<file path="config.mk">
export PLATFORM = sky130hd
export DESIGN_NAME = spi_reg_decoder_flat
export DESIGN_NICKNAME = d
export VERILOG_FILES = /design/src/rtl/spi_reg_decoder_if.sv /design/src/rtl/spi_reg_decoder.sv /design/src/flat_wrapper.sv
export SDC_FILE = /design/constraint.sdc
export NUM_CORES = 1
export LEC_CHECK = 0
export CAP_MARGIN = 10
export CORE_ASPECT_RATIO = 1.4
export CORE_MARGIN = 5
export CORE_UTILIZATION = 40
export CTS_BUF_LIST = sky130_fd_sc_hd__clkbuf_8
export DETAILED_ROUTE_END_ITERATION = 8
export GPL_TIMING_DRIVEN = 0
export PLACE_DENSITY = 0.6
export SLEW_MARGIN = 25
export SYNTH_ARGS = -nofsm -noshare
export SYNTH_HDL_FRONTEND = slang
export SYNTH_SLANG_ARGS = --single-unit
</file>
<file path="constraint.sdc">
create_clock -name clk -period 2 [get_ports clk]
set_input_delay 0.6 -clock clk [delete_from_list [all_inputs] [get_ports clk]]
set_output_delay 0.6 -clock clk [all_outputs]
set_load 0.01 [all_outputs]
</file>
<file path="src/rtl/spi_reg_decoder_if.sv">
// Register-bus bundle between spi_reg_decoder (master) and the peripheral register file (slave).
interface spi_reg_decoder_if #(
    parameter int ADDR_W = 6,
    parameter int DATA_W = 8
);
    logic              read;
    logic              write;
    logic [ADDR_W-1:0] addr;
    logic [DATA_W-1:0] data_write;
    logic [DATA_W-1:0] data_read;

    modport master (
        output read,
        output write,
        output addr,
        output data_write,
        input  data_read
    );

    modport slave (
        input  read,
        input  write,
        input  addr,
        input  data_write,
        output data_read
    );
endinterface

</file>
<file path="src/rtl/spi_reg_decoder.sv">
// SPI mode-0 slave decoding 2-byte command/data frames into single-cycle register-bus strobes.
// Optional multi-byte bursts with address auto-increment: define SPI_AUTO_INC_EN.
module spi_reg_decoder #(
    parameter int ADDR_W      = 6,
    parameter int DATA_W      = 8,
    parameter int SYNC_STAGES = 2
) (
    input  logic              clk,
    input  logic              rst_n,
    input  logic              sclk,
    input  logic              cs_n,
    input  logic              mosi,
    output logic              miso,
    output logic              busy,
    spi_reg_decoder_if.master bus
);

    localparam int CNT_W = $clog2(2 * DATA_W);
    localparam logic [CNT_W-1:0] CMD_LAST   = CNT_W'(DATA_W - 1);
    localparam logic [CNT_W-1:0] DATA_FIRST = CNT_W'(DATA_W);
    localparam logic [CNT_W-1:0] DATA_LAST  = CNT_W'(2 * DATA_W - 1);

    localparam logic [1:0] IDLE = 2'd0;
    localparam logic [1:0] CMD  = 2'd1;
    localparam logic [1:0] DATA = 2'd2;
    localparam logic [1:0] DONE = 2'd3;

    logic [SYNC_STAGES-1:0] sclk_sync;
    logic [SYNC_STAGES-1:0] cs_sync;
    logic [SYNC_STAGES-1:0] mosi_sync;
    logic [SYNC_STAGES-1:0] sync_valid;
    logic                   sclk_s;
    logic                   cs_s;
    logic                   mosi_s;
    logic                   sclk_prev;
    logic                   sclk_rise;
    logic                   sclk_fall;

    logic [1:0]             state;
    logic [CNT_W-1:0]       cnt;
    logic [DATA_W-2:0]      rx_sr;
    logic [DATA_W-1:0]      rx_next;
    logic [DATA_W-1:0]      tx_sr;
    logic                   is_write;
    logic                   armed;
    logic                   read_q;
    logic                   write_q;
    logic [ADDR_W-1:0]      addr_q;
    logic [DATA_W-1:0]      data_write_q;
`ifdef SPI_AUTO_INC_EN
    logic                   inc_pending;
`endif

    assign sclk_s    = sclk_sync[SYNC_STAGES-1];
    assign cs_s      = cs_sync[SYNC_STAGES-1];
    assign mosi_s    = mosi_sync[SYNC_STAGES-1];
    assign sclk_rise = sclk_s & ~sclk_prev;
    assign sclk_fall = ~sclk_s & sclk_prev;
    assign rx_next   = {rx_sr, mosi_s};

    assign miso           = tx_sr[DATA_W-1];
    assign bus.read       = read_q;
    assign bus.write      = write_q;
    assign bus.addr       = addr_q;
    assign bus.data_write = data_write_q;

    always_ff @(posedge clk) begin
        if (!rst_n) begin
            sclk_sync  <= '0;
            cs_sync    <= '1;
            mosi_sync  <= '0;
            sync_valid <= '0;
            sclk_prev  <= 1'b0;
        end else begin
            sclk_sync  <= {sclk_sync[SYNC_STAGES-2:0], sclk};
            cs_sync    <= {cs_sync[SYNC_STAGES-2:0], cs_n};
            mosi_sync  <= {mosi_sync[SYNC_STAGES-2:0], mosi};
            sync_valid <= {sync_valid[SYNC_STAGES-2:0], 1'b1};
            sclk_prev  <= sclk_s;
        end
    end

    always_ff @(posedge clk) begin
        if (!rst_n) begin
            state        <= IDLE;
            cnt          <= '0;
            rx_sr        <= '0;
            tx_sr        <= '0;
            is_write     <= 1'b0;
            armed        <= 1'b0;
            read_q       <= 1'b0;
            write_q      <= 1'b0;
            addr_q       <= '0;
            data_write_q <= '0;
            busy         <= 1'b0;
`ifdef SPI_AUTO_INC_EN
            inc_pending  <= 1'b0;
`endif
        end else begin
            read_q  <= 1'b0;
            write_q <= 1'b0;

            // Synchroniser resets to cs_n=1, so only trust a high level once the chain holds real samples;
            // a cs_n held low through reset therefore cannot start a frame.
            if (sync_valid[SYNC_STAGES-1] && cs_s)
                armed <= 1'b1;

            if (read_q)
                tx_sr <= bus.data_read;

            case (state)
                IDLE: begin
                    if (armed && !cs_s) begin
                        state <= CMD;
                        busy  <= 1'b1;
                        cnt   <= '0;
                    end
                end
                default: begin
                    if (cs_s) begin
                        state <= IDLE;
                        busy  <= 1'b0;
                        cnt   <= '0;
                        tx_sr <= '0;
`ifdef SPI_AUTO_INC_EN
                        inc_pending <= 1'b0;
`endif
                    end else if (state != DONE) begin
                        if (sclk_rise) begin
                            rx_sr <= rx_next[DATA_W-2:0];
                            cnt   <= cnt + CNT_W'(1);
                            if (state == CMD && cnt == CMD_LAST) begin
                                state    <= DATA;
                                addr_q   <= rx_next[ADDR_W-1:0];
                                is_write <= rx_next[DATA_W-1];
                                read_q   <= ~rx_next[DATA_W-1];
                            end else if (state == DATA && cnt == DATA_LAST) begin
                                if (is_write) begin
                                    write_q      <= 1'b1;
                                    data_write_q <= rx_next;
                                end
`ifdef SPI_AUTO_INC_EN
                                // Stay in DATA; reads pre-fetch the next address so miso has no gap.
                                cnt <= DATA_FIRST;
                                if (is_write) begin
                                    inc_pending <= 1'b1;
                                end else begin
                                    addr_q <= addr_q + ADDR_W'(1);
                                    read_q <= 1'b1;
                                end
`else
                                state <= DONE;
                                tx_sr <= '0;
`endif
                            end
`ifdef SPI_AUTO_INC_EN
                            else if (state == DATA && inc_pending) begin
                                addr_q      <= addr_q + ADDR_W'(1);
                                inc_pending <= 1'b0;
                            end
`endif
                        end else if (sclk_fall && state == DATA && cnt > DATA_FIRST) begin
                            // The fall right after a byte boundary keeps the freshly loaded MSB on miso.
                            tx_sr <= {tx_sr[DATA_W-2:0], 1'b0};
                        end
                    end
                end
            endcase
        end
    end

endmodule

</file>
<file path="src/flat_wrapper.sv">
// flat-port wrapper written by rule: the top's interface ports become plain ports
module spi_reg_decoder_flat 
#(
    parameter int ADDR_W      = 6,
    parameter int DATA_W      = 8,
    parameter int SYNC_STAGES = 2
)
  (clk, rst_n, sclk, cs_n, mosi, miso, busy, bus_read, bus_write, bus_addr, bus_data_write, bus_data_read);
  spi_reg_decoder_if #(.ADDR_W(ADDR_W), .DATA_W(DATA_W)) bus_i ();
  input  logic clk;
  input  logic rst_n;
  input  logic sclk;
  input  logic cs_n;
  input  logic mosi;
  output logic miso;
  output logic busy;
  output wire logic [$bits(bus_i.read)-1:0] bus_read;
  output wire logic [$bits(bus_i.write)-1:0] bus_write;
  output wire logic [$bits(bus_i.addr)-1:0] bus_addr;
  output wire logic [$bits(bus_i.data_write)-1:0] bus_data_write;
  input wire logic [$bits(bus_i.data_read)-1:0] bus_data_read;
  assign bus_read = bus_i.read;
  assign bus_write = bus_i.write;
  assign bus_addr = bus_i.addr;
  assign bus_data_write = bus_i.data_write;
  assign bus_i.data_read = bus_data_read;
  spi_reg_decoder #(.ADDR_W(ADDR_W), .DATA_W(DATA_W), .SYNC_STAGES(SYNC_STAGES)) u_core (.clk(clk), .rst_n(rst_n), .sclk(sclk), .cs_n(cs_n), .mosi(mosi), .miso(miso), .busy(busy), .bus(bus_i));
endmodule
</file>
* Word level (Yosys, flattened, before mapping)
Index checks and enable logic that the tools add are counted.
Word-level totals: bits in registers 49, bits in writable memories 0, memories 0, bits in read-only memories 0, word-level logic and storage cells 82, latch bits 0, input port bits 13
Operators by class: multiply operators 0, reductions and logical operators 20, div/mod/pow operators 0, mux-type cells 25, $lt $le $gt $ge 1, add/sub/neg operators 1, shifts and indexed selects 0, equality and inequality tests 6, bitwise gates (word level) 12
Operators by type and width (count):
- $mux W8 | 8
- $mux W4 | 5
- $mux W2 | 7
- $not A1 Y1 | 10
- $reduce_and A4 Y1 | 2
- $reduce_and A7 Y1 | 1
- $reduce_or A7 Y1 | 1
- $logic_and A1 B1 Y1 | 6
- $reduce_bool A3 Y1 | 2
- $reduce_or A6 Y1 | 1
- $mux W1 | 5
- $reduce_and A5 Y1 | 1
- $add A4 B1 Y4 const B | 1
- $eq A4 B3 Y1 const B | 1
- $eq A4 B4 Y1 const B | 1
- $gt A4 B4 Y1 const B | 1
- $reduce_bool A4 Y1 | 1
- $reduce_and A3 Y1 | 1
- $and A1 B1 Y1 | 2
- $eq A2 B1 Y1 const B | 1
- $eq A2 B2 Y1 const B | 1
- $logic_not A2 Y1 | 1
- $ne A2 B1 Y1 const B | 1
- $ne A2 B2 Y1 const B | 1
- other kinds (3) | 3

* Longest topological paths before layout
Gate-level depths: netlist of the first run.
depth after elaboration 9, gate-level depth with buffers 6

* Least setup slack after synthesis of the first run
No wires, ideal clock.
path kind flip-flop to flip-flop, from reg u_core.cnt[0], to reg u_core.tx_sr[1], required time 1874 ps, buffers on the path 0, cell stages (with the launch flop) 6, library setup time 126 ps, setup slack 395 ps, data arrival time 1479 ps, cells stage by stage dfxtp_1 > inv_1 > ha_1 > a2111o_1 > a32oi_2 > o2bb2ai_1
On the way: longest elaborated chain between the ends 8, elaborated cells on any way between the ends 13
Ends and longest elaborated chain:
- from (decl) | line spi_reg_decoder.sv:40 | logic [CNT_W-1:0] cnt;
- from (signal assigned) | line spi_reg_decoder.sv:131 | cnt <= cnt + CNT_W'(1);
- branches (longest 4 deep; another with $gt A4 B4 Y1)
- $mux W8 * | line spi_reg_decoder.sv:129 | if (sclk_rise) begin
- $mux W8 * | line spi_reg_decoder.sv:128 | end else if (state != DONE) begin
- $mux W8 * | line spi_reg_decoder.sv:120 | if (cs_s) begin
- $mux W8 * | line spi_reg_decoder.sv:111 | case (state)
- to (signal assigned) | line spi_reg_decoder.sv:109 | tx_sr <= bus.data_read;
- to (signal assigned) | line spi_reg_decoder.sv:164 | tx_sr <= {tx_sr[DATA_W-2:0], 1'b0};
- to (decl) | line spi_reg_decoder.sv:43 | logic [DATA_W-1:0] tx_sr;
Every way passes the cells marked *. A chain may end at the register's enable or synchronous reset.

* Worst setup path after layout of the first run
from reg u_core.cnt[0], to reg u_core.data_write_q[6], in the netlist u_core.bus.data_write[6]
On the way: longest elaborated chain between the ends 4, elaborated cells on any way between the ends 6
Ends and longest elaborated chain:
- $eq A4 B3 Y1 | line spi_reg_decoder.sv:132 | if (state == CMD && cnt == CMD_LAST) begin
- $logic_and A1 B1 Y1 | line spi_reg_decoder.sv:132
- $not A1 Y1 (no line)
- $reduce_and A7 Y1 (no line) *
- to (signal assigned) | line spi_reg_decoder.sv:140 | data_write_q <= rx_next;
- to (decl) | line spi_reg_decoder.sv:49 | logic [DATA_W-1:0] data_write_q;
Mark *: on every way between the ends. The rest lies on a longest branch, timed or not.

==> results of run 1 <==
placed cells by master, fill, tap and decap left out, types with 4 or more instances in the layout:
master / instances
mux2i_1: 30
inv_1: 5
and2_1: 6
nand2_1: 4
o2bb2ai_1: 6
nand3b_1: 4
buf_2: 4
nand2b_1: 5
clkbuf_8: 5
nor2_1: 29
nor3_1: 5
a21oi_1: 7
dfxtp_1: 49
clkdlybuf4s50_1: 30
report_power, final:
part	leakage (uW)	switching, uW	internal (uW)
registers	0.000397	25.4	1010
logic	0.000487	214	143
clock network	0.0000591	338	382
total	0.000944	576	1530
cell type report:
| class | instances | area share |
|---|---|---|
| Buffer | 10 | 0.0203 |
| Clock buffer | 5 | 0.0279 |
| Clock inverter | 3 | 0.0193 |
| Inverter | 7 | 0.0107 |
| Multi-Input combinational cell | 126 | 0.370 |
| Sequential cell | 49 | 0.398 |
| Tap cell | 64 | 0.0325 |
| Timing Repair Buffer | 30 | 0.122 |
metrics by stage:
step / power, uW / utilization / instances
global placement: 1410 / 0.488 / 286
detailed placement: 1410 / 0.488 / 286
CTS: 2140 / 0.513 / 294
global route: 2220 / 0.513 / 294
finish: 2110 / 0.513 / 294
floorplan: 1310 / - / 192
state kept, by name, indices dropped and copies added, names as in the netlist, 4 cells and up:
| signal | cells |
|---|---|
| u_core.bus.addr | 6 |
| u_core.bus.data_write | 8 |
| u_core.cnt | 4 |
| u_core.rx_sr | 7 |
| u_core.tx_sr | 8 |
critical path: stages, from the launching register on:
cell	delay (ns)
dfxtp_1	0.36
ha_1	0.24
nand4b_1	0.22
nor3_4	0.55
mux2i_1	0.27
nor2_1	0.05
cell usage after synthesis, drive strengths merged:
| cell | number |
|---|---|
| a32oi | 1 |
| o2bb2ai | 6 |
| nand4 | 2 |
| dfxtp | 49 |
| or3 | 1 |
| nor3 | 6 |
| a2bb2oi | 1 |
| nor4b | 1 |
| a21oi | 7 |
| ha | 2 |
| clkbuf | 5 |
| nor2b | 1 |
| o21ai | 3 |
| a2111o | 1 |
| or2 | 1 |
| nand4b | 1 |
| o21a | 2 |
| nor4bb | 1 |
| mux2 | 1 |
| o22ai | 1 |
| nand2b | 5 |
| o2111a | 1 |
| and2 | 6 |
| a31oi | 3 |
| nor4 | 1 |
| inv | 7 |
| xnor2 | 1 |
| nand3b | 4 |
| a31o | 2 |
| nand2 | 4 |
| o211ai | 1 |
| nor2 | 29 |
| mux2i | 30 |
| buf | 5 |
routing by layer:
metal	global-route usage	part of all wire	up-vias
li1	-	-	747
met1	0.149	0.45	647
met2	0.220	0.47	34
met3	0.0402	0.053	7
met4	0.0489	0.018	0
met5	0	0	-
final timing paths:
path                startpoint                  endpoint  depth (start not counted)
min reg2reg  u_core.cs_sync[0]         u_core.cs_sync[1]                          1
min          u_core.cs_sync[0]         u_core.cs_sync[1]                          1
max              u_core.cnt[0]  u_core.bus.data_write[6]                          5
max reg2reg      u_core.cnt[0]  u_core.bus.data_write[6]                          5
kinds of logic after synthesis:
| logic type | synth area share |
|---|---|
| muxes | 0.159 |
| DFF | 0.499 |
| xor gates and xnor gates | 0.00446 |
| buffers and inverters | 0.0369 |
| AOI/OAI and AO/OA | 0.113 |
| and+or+nand+nor | 0.175 |
| adders and majority gates | 0.0127 |
timing repair:
item	4_1_cts	5_1_grt
setup buffers	0	0
hold endpoints to repair	0	0
setup endpoints to repair	20	12
resized for setup	2	2
==> metrics.md, run 1 <==
| Metric | Value |
|---|---|
| Outcome | `finished clean` |
| Cts bufs inserted | `5` |
| GP Congestion | `0.817` |
| Register area | `981 sq um` |
| Wirelength per Cell | `13.1 um` |
| Max Cap Viol | `0` |
| Design area | `0.00246 sq mm` |
| Synthesized area | `0.00196 sq mm` |
| Post-Route WL | `3860 um` |
| Worst hold slack | `0.425 ns` |
| Initial Util | `0.409` |
| CTS Hold Bufs | `0` |
| Post-route setup slack | `0.202 ns` |
| Horiz. Die Dim | `69.2 um` |
| Mean Syn Cell Area | `10.2 sq um` |
| H-Tree Depth | `2` |
| Fraction of layout cells with a size suffix above 1 | `0.0957` |
| Post-synth top area share | `0.499` |
| Placement Setup Slack | `-0.452 ns` |
| Die area | `0.00643 sq mm` |
| Number of DRC markers in iteration 0 | `38` |
| Tmin final | `1.80 ns` |
| Critical path class | `flop to flop` |
| First-pass DRT Iterations | `4` |
| P&R area growth vs syn | `25.5%` |
| Dpl cell area | `0.00234 sq mm` |
| Clock Sinks | `49` |
| Final HPWL DP | `2780 um` |
| Setup TNS | `0 ns` |
| CTS tree | `yes` |
| Arr. time, crit path | `1.99 ns` |
| Leakage | `0.000944 uW` |
| IO Port Bufs | `30` |
| Max-slew headroom | `0.559` |
| Overflow after GRT | `0` |
| Layout fillers | `477` |
| Worst Tran Pin Value | `0.658 ns` |
| Type of destination of the critical path | `flop` |
| Reg2reg setup slack | `0.20 ns` |
| Max-slew violations | `0` |
| CP Max Fanout | `8` |
| # diodes | `0` |
| Fmax | `0.556 GHz` |
| I/O Pins | `31` |
| Syn Nets | `207` |
| Yosys top cell by area | `dfxtp_1` |
| Root buffer cell | `clkbuf_8` |
| First-pass GRT wire length | `6650 um` |
| # nets final | `244` |
| GRT Total Usage | `0.128` |
| Final ANT Viol Nets | `0` |
| Final hold violation count | `0` |
| RSZ-0062 raised after global routing | `false` |
| Pwr dens | `855 mW/mm^2` |
| Die height | `92.9 um` |
| Multi-input gate area | `911 sq um` |
| Vias per Instance | `4.88` |
| Period utilisation layout | `0.899` |
| Area of the core | `0.00480 sq mm` |
| Routed vias | `1435` |
| Number of synthesis warnings | `0` |
| Synthesis-stage register bit count | `49` |
| Post-Syn Instances | `192` |
| Clock Skew | `0.00719 ns` |
| Main area contributors after synthesis | `dfxtp_1, mux2i_1, nor2_1, o2bb2ai_1, and2_1` |
| FP Rows | `30` |
| CP required | `2.20 ns` |
| Worst skew pair latency | `0.30 ns` |
| CP Launch Type | `flop` |
| Setup violators final | `0` |
| Seq/Total Area, Yosys | `0.499` |
| Largest net degree at the start of global routing | `18` |
| Clock Path Buffers | `2` |
| Type of the tightest min-delay check | `flop to flop` |
| Remaining DRCs | `0` |
| Antenna violations before repair | `0` |
| Unique masters post-synth | `37` |
| Maximum VDD drop | `0.000507 V` |
| Vias in the first global route | `1381` |
| Reg clk slew, reported paths | `0.09 ns` |
Note: power is estimated with default switching activity, not from simulation.
==> run 2, diff against run 1 <==
--- a/config.mk
+++ b/config.mk
@@ -5,6 +5,7 @@
 export SDC_FILE = /design/constraint.sdc
 export NUM_CORES = 1
 export LEC_CHECK = 0
+export ABC_CLOCK_PERIOD_IN_PS = 2000
 export CAP_MARGIN = 10
 export CORE_ASPECT_RATIO = 1.4
 export CORE_MARGIN = 5
==> results of run 2 <==
Same layout as run 1: the final DEF is identical, and so are final timing and power.
==> run 3, diff against run 2 <==
--- a/config.mk
+++ b/config.mk
@@ -13,7 +13,8 @@
 export CTS_BUF_LIST = sky130_fd_sc_hd__clkbuf_8
 export DETAILED_ROUTE_END_ITERATION = 8
 export GPL_TIMING_DRIVEN = 0
-export PLACE_DENSITY = 0.6
+export PLACE_DENSITY = 0.59
+export SETUP_SLACK_MARGIN = 0.3
 export SLEW_MARGIN = 25
 export SYNTH_ARGS = -nofsm -noshare
 export SYNTH_HDL_FRONTEND = slang
==> metrics.md, run 3 (same netlist as run 1, synthesis figures left out) <==
| Metric | Value |
|---|---|
| Outcome | `finished clean` |
| Post-Route WL | `4050 um` |
| # diodes | `0` |
| GRT Total Usage | `0.129` |
| Die area | `0.00643 sq mm` |
| Number of DRC markers in iteration 0 | `21` |
| Combinational power share | `0.191` |
| Clock Path Buffers | `2` |
| Commonest non-fill, non-tap cell in the layout | `dfxtp_1` |
| Setup violators final | `0` |
| FF-to-FF End | `u_core.tx_sr[4]` |
| CTS tree | `yes` |
| Reg2reg setup slack | `0.31 ns` |
| Critical path class | `flop to flop` |
| Reg-to-reg startpoint | `u_core.cnt[0]` |
| Vias in the first global route | `1483` |
| I/O Pins | `31` |
| P&R area growth vs syn | `28.7%` |
| Root buffer cell | `clkbuf_8` |
| Setup TNS | `0 ns` |
| Switch share | `0.287` |
| Clock power frac | `0.279` |
| Antenna violations before repair | `0` |
| CP cell instances | `inv_2 -> ha_2 -> a2111o_1 -> a32oi_4 -> o2bb2ai_2` |
| Horiz. Die Dim | `69.2 um` |
| R2R depth | `5` |
| Type of destination of the critical path | `flop` |
| Final HPWL DP | `2950 um` |
| Max-slew violations | `0` |
| Worst skew pair latency | `0.29 ns` |
| Final ANT Viol Nets | `0` |
| Maximum VDD drop | `0.000507 V` |
| Worst hold slack | `0.422 ns` |
| CP max-delay cell | `a2111o_1` |
| Worst hold path endpoint | `u_core.cs_sync[1]` |
| Clock Skew | `0.00350 ns` |
| Critical path buffers and inverters | `1` |
| Area of the core | `0.00480 sq mm` |
| Switching pwr | `562 uW` |
| # nets final | `250` |
| Fraction of layout cells with a size suffix above 1 | `0.165` |
| Hold Path Stages | `1` |
| Cts bufs inserted | `5` |
| Tmin final | `1.69 ns` |
| CP Depth | `5` |
| Vias per Instance | `5.07` |
| Layout fillers | `483` |
| FP Rows | `30` |
| Routed vias | `1521` |
| Period utilisation layout | `0.846` |
| Wirelength per Cell | `13.5 um` |
| Register share of total power | `0.530` |
| CP Max Fanout | `6` |
| Final Power | `1950 uW` |
| First-pass DRT Iterations | `4` |
| Layout Utilization | `0.526` |
| Initial Util | `0.409` |
| Fmax | `0.591 GHz` |
| Max-slew headroom | `0.539` |
| RSZ-0062 raised after global routing | `true` |
| Crit-path max cell delay | `0.53 ns` |
| Die height | `92.9 um` |
| CP Launch Type | `flop` |
| Worst hold start | `u_core.cs_sync[0]` |
| Type of the tightest min-delay check | `flop to flop` |
| Arr. time, crit path | `1.87 ns` |
| Clock Sinks | `49` |
| Remaining DRCs | `0` |
| GP Congestion | `0.792` |
| Worst Tran Pin Value | `0.688 ns` |
| Max Cap Viol | `0` |
| First-pass GRT wire length | `6720 um` |
| CTS Hold Bufs | `0` |
| H-Tree Depth | `2` |
| Overflow after GRT | `0` |
| Most frequent cells in the layout | `dfxtp_1, mux2i_1, nor2_1, dlygate4sd2_1, clkdlybuf4s50_1` |
| Crit path max-delay family | `compound AO/OA/AOI/OAI gates` |
| Pwr dens | `773 mW/mm^2` |
| Int Power | `1390 uW` |
| CP required | `2.18 ns` |
| IO Port Bufs | `30` |
| Largest net degree at the start of global routing | `15` |
| Reg clk slew, reported paths | `0.08 ns` |
| Leakage | `0.00107 uW` |
| Final hold violation count | `0` |
[run 3: through the flow]
step           cells  instance area (sq um)  worst slack, ns
2_1_floorplan    192                   1960            0.395
3_3_place_gp     286                   2340           -0.305
3_5_place_dp     286                   2340           -0.356
4_1_cts          298                   2460            0.302
5_1_grt          300                   2530            0.225
6_report         300                   2530            0.309
[run 3: worst reg2reg max path: stages (launching register included)]
cell       delay (ns)
dfxtp_2          0.36
inv_2            0.04
ha_2             0.16
a2111o_1         0.53
a32oi_4          0.38
o2bb2ai_2        0.11
[run 3: worst max path at each step]
stage | from | to | slack (ns)
global placement | rst_n | u_core.bus.data_write[3] | -0.31
detailed placement | rst_n | u_core.bus.data_write[7] | -0.36
global route | u_core.cnt[0] | u_core.tx_sr[4] | 0.22
floorplan | u_core.cnt[0] | u_core.tx_sr[1] | 0.40
CTS | u_core.cnt[1] | u_core.tx_sr[3] | 0.30
finish | u_core.cnt[0] | u_core.tx_sr[4] | 0.31
[run 3: per-layer routing]
layer | vias to the layer above | GRT usage | part of all wire
met1 | 706 | 0.140 | 0.41
met5 | - | 0 | 0
met4 | 0 | 0.0537 | 0.021
li1 | 758 | - | -
met3 | 11 | 0.0358 | 0.052
met2 | 46 | 0.232 | 0.51
[run 3: layout make-up]
type | instances | area (sq um) | share of cell area
Tap cell | 64 | 80.1 | 0.0317
Timing Repair Buffer | 36 | 325 | 0.129
Clock inverter | 3 | 15.0 | 0.00594
Buffer | 10 | 55.1 | 0.0218
Multi-Input combinational cell | 126 | 973 | 0.385
Sequential cell | 49 | 983 | 0.389
Inverter | 7 | 26.3 | 0.0104
Clock buffer | 5 | 68.8 | 0.0272
[run 3: repair_timing]
| action | in CTS | in global routing |
|---|---|---|
| gates resized for setup | 29 | 10 |
| pin swaps | 4 | 9 |
| setup buffers | 4 | 2 |
| endpoints found under the setup margin | 45 | 14 |
[run 3: power by group through the flow]
stage | sequential, uW | combinational, uW | clock (uW)
after global placement | 1060 | 340 | 0
after CTS | 1030 | 361 | 575
after detailed placement | 1060 | 348 | 0
after global routing | 1040 | 400 | 629
final | 1040 | 374 | 546
after floorplan | 1050 | 264 | 0
